`src/rtl/dp_ram_be.sv`:
```
// dp_ram_be: true dual-port synchronous RAM with per-byte write enables,
// a read pipeline of 1 or 2 cycles, a selectable same-port read-during-write
// response, and detection of write-write collisions.
module dp_ram_be #(
    parameter int unsigned ADDR_W     = 8,
    parameter int unsigned DATA_W     = 8,
    parameter int unsigned RD_LATENCY = 1,
    parameter int unsigned WRITE_MODE = 0
) (
    input  logic                clk,
    input  logic                rst,
    input  logic                en_port_1,
    input  logic [ADDR_W-1:0]   addr_in_port_1,
    input  logic [DATA_W-1:0]   data_in_port_1,
    input  logic                r_w_port_1,
    input  logic [DATA_W/8-1:0] be_port_1,
    output logic [DATA_W-1:0]   data_out_port_1,
    output logic                rvalid_port_1,
    input  logic                en_port_2,
    input  logic [ADDR_W-1:0]   addr_in_port_2,
    input  logic [DATA_W-1:0]   data_in_port_2,
    input  logic                r_w_port_2,
    input  logic [DATA_W/8-1:0] be_port_2,
    output logic [DATA_W-1:0]   data_out_port_2,
    output logic                rvalid_port_2,
    output logic                collision
);

    localparam int unsigned DEPTH = 2 ** ADDR_W;
    localparam int unsigned NB    = DATA_W / 8;

    logic [DATA_W-1:0] mem [DEPTH];

    // Per-port request bundles, index 0 = port 1, index 1 = port 2
    logic              acc_c  [2];
    logic              wr_c   [2];
    logic [ADDR_W-1:0] addr_c [2];
    logic [DATA_W-1:0] data_c [2];
    logic [NB-1:0]     be_c   [2];

    assign acc_c[0]  = en_port_1;
    assign acc_c[1]  = en_port_2;
    assign wr_c[0]   = r_w_port_1;
    assign wr_c[1]   = r_w_port_2;
    assign addr_c[0] = addr_in_port_1;
    assign addr_c[1] = addr_in_port_2;
    assign data_c[0] = data_in_port_1;
    assign data_c[1] = data_in_port_2;
    assign be_c[0]   = be_port_1;
    assign be_c[1]   = be_port_2;

    // Array update: port 2 lanes first so port 1 wins any lane both ports enable
    always_ff @(posedge clk) begin
        if (!rst) begin
            for (int unsigned b = 0; b < NB; b++) begin
                if (acc_c[1] && wr_c[1] && be_c[1][b])
                    mem[addr_c[1]][8*b +: 8] <= data_c[1][8*b +: 8];
                if (acc_c[0] && wr_c[0] && be_c[0][b])
                    mem[addr_c[0]][8*b +: 8] <= data_c[0][8*b +: 8];
            end
        end
    end

    for (genvar p = 0; p < 2; p++) begin : g_port
        logic [DATA_W-1:0] old_c;
        logic [DATA_W-1:0] merged_c;
        logic [DATA_W-1:0] resp_c;
        logic              in_v_c;
        logic [DATA_W-1:0] in_d_c;
        logic              v_q;
        logic [DATA_W-1:0] d_q;

        // Response word: pre-write contents, or own merged write in write-first mode
        always_comb begin
            old_c    = mem[addr_c[p]];
            merged_c = old_c;
            for (int unsigned b = 0; b < NB; b++) begin
                if (be_c[p][b])
                    merged_c[8*b +: 8] = data_c[p][8*b +: 8];
            end
            resp_c = (wr_c[p] && (WRITE_MODE == 1)) ? merged_c : old_c;
        end

        if (RD_LATENCY == 2) begin : g_pipe
            logic              s_v;
            logic [DATA_W-1:0] s_d;

            // Extra pipeline stage for two-cycle read latency
            always_ff @(posedge clk or posedge rst) begin
                if (rst) begin
                    s_v <= 1'b0;
                    s_d <= '0;
                end else begin
                    s_v <= acc_c[p];
                    if (acc_c[p])
                        s_d <= resp_c;
                end
            end

            assign in_v_c = s_v;
            assign in_d_c = s_d;
        end else begin : g_direct
            assign in_v_c = acc_c[p];
            assign in_d_c = resp_c;
        end

        // Output register: data only moves when a new response is presented
        always_ff @(posedge clk or posedge rst) begin
            if (rst) begin
                v_q <= 1'b0;
                d_q <= '0;
            end else begin
                v_q <= in_v_c;
                if (in_v_c)
                    d_q <= in_d_c;
            end
        end
    end

    assign rvalid_port_1   = g_port[0].v_q;
    assign data_out_port_1 = g_port[0].d_q;
    assign rvalid_port_2   = g_port[1].v_q;
    assign data_out_port_2 = g_port[1].d_q;

    // Flag both ports writing one address, regardless of byte-enable overlap
    always_ff @(posedge clk or posedge rst) begin
        if (rst)
            collision <= 1'b0;
        else
            collision <= en_port_1 && en_port_2 && r_w_port_1 && r_w_port_2 &&
                         (addr_in_port_1 == addr_in_port_2);
    end

endmodule

```
`config.mk`:
```
export PLATFORM = sky130hd
export DESIGN_NAME = dp_ram_be
export DESIGN_NICKNAME = d
export VERILOG_FILES = /design/src/rtl/dp_ram_be.sv
export SDC_FILE = /design/constraint.sdc
export NUM_CORES = 2
export LEC_CHECK = 0
export CAP_MARGIN = 20
export CORE_MARGIN = 2
export CORE_UTILIZATION = 30
export DETAILED_ROUTE_END_ITERATION = 16
export GPL_ROUTABILITY_DRIVEN = 0
export PLACE_DENSITY = 0.43
export SYNTH_ARGS = -nofsm -noshare
export SYNTH_HDL_FRONTEND = slang
export SYNTH_SLANG_ARGS = --single-unit
```
`constraint.sdc`:
```
create_clock -name clk -period 5.1 [get_ports clk]
set_input_delay 1.02 -clock clk [delete_from_list [all_inputs] [get_ports clk]]
set_output_delay 1.02 -clock clk [all_outputs]
set_load 0.02 [all_outputs]
```
==> results <==
- Leaving out fill and tap cells, the most frequent cell in the layout is mux2_2.
- The ratio of total power to cell area is 300 mW/mm^2.
- The floorplan step set the die height to 647 microns.
- Dividing the synthesized area by the synthesized cell count gives 15.4 sq um.
- The worst hold slack after final layout is 0.573 ns.
- In this run the remaining antenna-violating nets after routing total 0.
- The startpoint type of the worst setup path is an input pin.
- The number of violations reported at the end of detailed-routing iteration 0 is ~12,000.
- The number of setup buffers added after CTS is 0.
- Setup repair after global routing left no endpoint under its margin.
- In the layout the commonest cells are 2,060 x mux2_2, 2,048 x edfxtp_1, 962 x mux4_2.
- During synthesis, Yosys emitted a total of 0 warnings.
- The highest clock frequency the design can meet is around 0.24 GHz.
- The number of clock buffers inserted by TritonCTS is roughly 270.
- The wire length after detailed routing is 589,000 microns.
- The run finished with clean final reports.
- The number of nets in the layout is roughly 8,300.
- The top-area cell type share of the netlist area is 0.496.
- The count of final max-slew check failures is 0.
- The part of the cycle the worst path needs is 0.821.
- The vias after detailed routing is 86,391.
- The first-pass GRT wire length is 790,000 microns.
- The worst-case IR drop observed on VDD is 0.000218 V.
- The clock sink count is 2,067.
- The post-route cell area is 0.144 sq mm.
- The buffer type at the clock tree root is clkbuf_16.
- The kind of capture point of the worst setup path is a flip-flop.
- The hold-fix buffer count after cts is 0.
- In the post-synthesis netlist, the biggest area contributors are edfxtp_1 50%, mux2_2 19%, mux4_2 17%.
- The number of enable flip-flop cells after synthesis is around 2,000.
- The total iterations of the first detailed-routing run is 8.
- From left edge to right edge, the die measures 647 microns.
- Of the cells placed in the final design, the portion with a size suffix greater than 1 is 0.527.
- The number of buffers between clock root and the deepest sink is 4.
- The overall die area is 0.419 sq mm.
- The worst-case clock skew is between 0.04 and 0.05 ns.
- Setup violations remaining at the end of the flow were counted as 0.
- The floorplan row count is approximately 240.
- After detailed routing, the average wire length per cell comes to 42.1 microns.
- The tool flagged a number of max-cap violations equal to 0.
- The total negative slack is 0 ns.
- The worst pin sits at a relative slew slack of 0.150.
- STA puts the critical path data arrival time at 4.84 ns.
- The estimated wirelength of the detail-placed design is between 400,000 and 500,000 microns.
- The proportion of synthesized flip-flops having asynchronous set or reset is 0.00919.
- The layout overhead on the synthesized area is 16.1%.
- Entering global routing, the biggest net connects 105 pins.
- The netlist area before placement is ~0.12 sq mm.
- The critical path is of the input pin to flip-flop type.
- The initial antenna violation count is 48.
- The clock latency at the later pin of the worst-skew pair is roughly 0.96 ns.
- Of all cell types, the one taking the most synthesized area is edfxtp_1.
- The final routed DRC violation total is 0.
- The static leakage is 46.0 nW.
- For this configuration, the core starts out at a cell density of 0.301.
- The transition time of the tightest slew-check pin is 1.27 ns.
- The count of final hold-check violations is 0.
- Buffers placed on the I/O ports in this run total 58.
- The overall global routing resource usage is 0.275.
- The placement-stage cell area is 0.135 sq mm.
- Synthesis produced approximately 8,000 cells.
- The remaining global-route overflow is 0.
- The number of vias per cell after detailed routing is 6.17.
- TritonCTS built the clock tree.
- The path type of the worst min-delay path is input pin to asynchronous set/reset pin.
- Synthesis instantiated 72 different standard cells from the library.
- STA puts the critical path data required time at around 5.8 ns.
- When the netlist entered floorplanning its net count stood at 8,073.
- The total of cells resized after clock tree synthesis is 0.
- The core region area is 0.413 sq mm.
- Subtracting the final worst setup slack from the clock period gives 4.19 ns.
- The post-synthesis sequential element count is 2,067.
- 59 I/O pins were placed.
- The maximum fanout count along the critical path is 22.
- Clock-pin slew was measured on the worst setup and hold paths at 0.06 ns.
- Among all flip-flop cells after synthesis, the most frequent one is edfxtp_1.
- In this run the number of H-tree levels came out at 5.
- The share of the Yosys chip area taken by registers is 0.500.
- The via count of the first global-routing pass is ~86,000.
sequential cells by signal, summed over array words and instances, names as in the netlist:
| signal | count |
|---|---|
| collision | 1 |
| mem | 2048 |
| rvalid_port_1 | 1 |
| data_out_port_2 | 8 |
| rvalid_port_2 | 1 |
| data_out_port_1 | 8 |
cell usage after synthesis (5+ instances only):
master	count
o2111ai_1	6
and2_1	12
clkbuf_1	631
a32oi_1	20
buf_2	175
a41oi_1	9
o22ai_1	272
inv_1	8
a2111oi_0	10
o22a_1	13
and3_1	10
mux2i_1	343
a211oi_1	36
edfxtp_1	2048
xnor2_1	7
a22oi_1	130
o31ai_1	5
a21oi_1	38
nand4_1	36
mux2_2	2060
nand2_1	262
buf_6	8
buf_1	38
a221o_1	7
a221oi_1	23
nand2b_1	10
buf_4	93
nor2b_1	35
nor4_1	12
nor2_1	160
mux4_2	962
a31oi_1	19
o211ai_1	19
dfrtp_1	19
nor3_1	34
a22o_1	13
o221ai_1	12
o21ai_0	120
a31o_2	8
nand3_1	130
o311ai_0	5
nor2_2	117
metrics by stage:
step	cells	power [mW]	setup WS, ns	utilization
2_1_floorplan	8033	21.9	1.27	-
3_3_place_gp	13456	24.2	-0.208	0.328
3_5_place_dp	13470	24.2	0.0810	0.328
4_1_cts	13941	43.3	1.05	0.349
5_1_grt	13975	44.0	0.946	0.349
6_report	13996	43.1	0.912	0.349
layer usage:
layer / global-route usage / routed length, microns / up-vias
met3: 0.0509 / 48500 / 1140
met4: 0.133 / 33200 / 24
met1: 0.366 / 239000 / 46868
met5: 0 / 165 / -
met2: 0.432 / 268000 / 4842
li1: - / - / 33517
worst paths after layout:
| path | from | end | slack, ns | cells after the start |
|---|---|---|---|---|
| max reg2reg | mem[27][0] | data_out_port_2[0] | 1.76 | 6 |
| max | be_port_1 | mem[114][3] | 0.91 | 10 |
| min reg2reg | data_out_port_1[7] | data_out_port_1[7] | 0.74 | 2 |
| max in group asynchronous | rst | data_out_port_1[3] | 4.06 | 3 |
| min in group clk | en_port_1 | rvalid_port_1 | 0.57 | 2 |
| min | rst | rvalid_port_1 | 0.57 | 3 |
power breakdown:
part | total, mW | internal [mW] | switching, mW
clock | 19.2 | 11.0 | 8.19
combinational | 5.19 | 1.95 | 3.24
sequential | 18.8 | 18.7 | 0.0923
total | 43.1 | 31.6 | 11.5
critical path: stages:
cell	delay [ns]
clkdlybuf4s50_1	0.46
buf_4	0.30
and4_1	0.66
nor2b_1	0.26
nand2_1	0.25
nor3_4	0.27
buf_12	0.28
nand2_1	0.46
o21ai_1	0.55
buf_6	0.23
logic make-up (layout without fill, tap and decap cells):
| family | count (synthesis) | in the layout | share of synthesized area |
|---|---|---|---|
| other | 0 | 46 | 0 |
| flip-flops | 2067 | 2067 | 0.500 |
| AND/OR/NAND/NOR | 842 | 842 | 0.0327 |
| buffers and inverters | 957 | 1400 | 0.0340 |
| AO/OA/AOI/OAI | 794 | 794 | 0.0437 |
| multiplexers | 3365 | 3365 | 0.389 |
| XOR/XNOR | 8 | 8 | 0.000565 |
final cells by class:
type / instances / area [sq um]
Clock inverter: 150 / 1350
Inverter: 12 / 53.8
Antenna cell: 46 / 115
Sequential cell: 2067 / 62000
Multi-Input combinational cell: 5009 / 58100
Clock buffer: 321 / 7110
Fill cell: 39391 / 269000
Tap cell: 5474 / 6850
Timing Repair Buffer: 917 / 8420
Note: power is estimated with default switching activity, not from simulation.
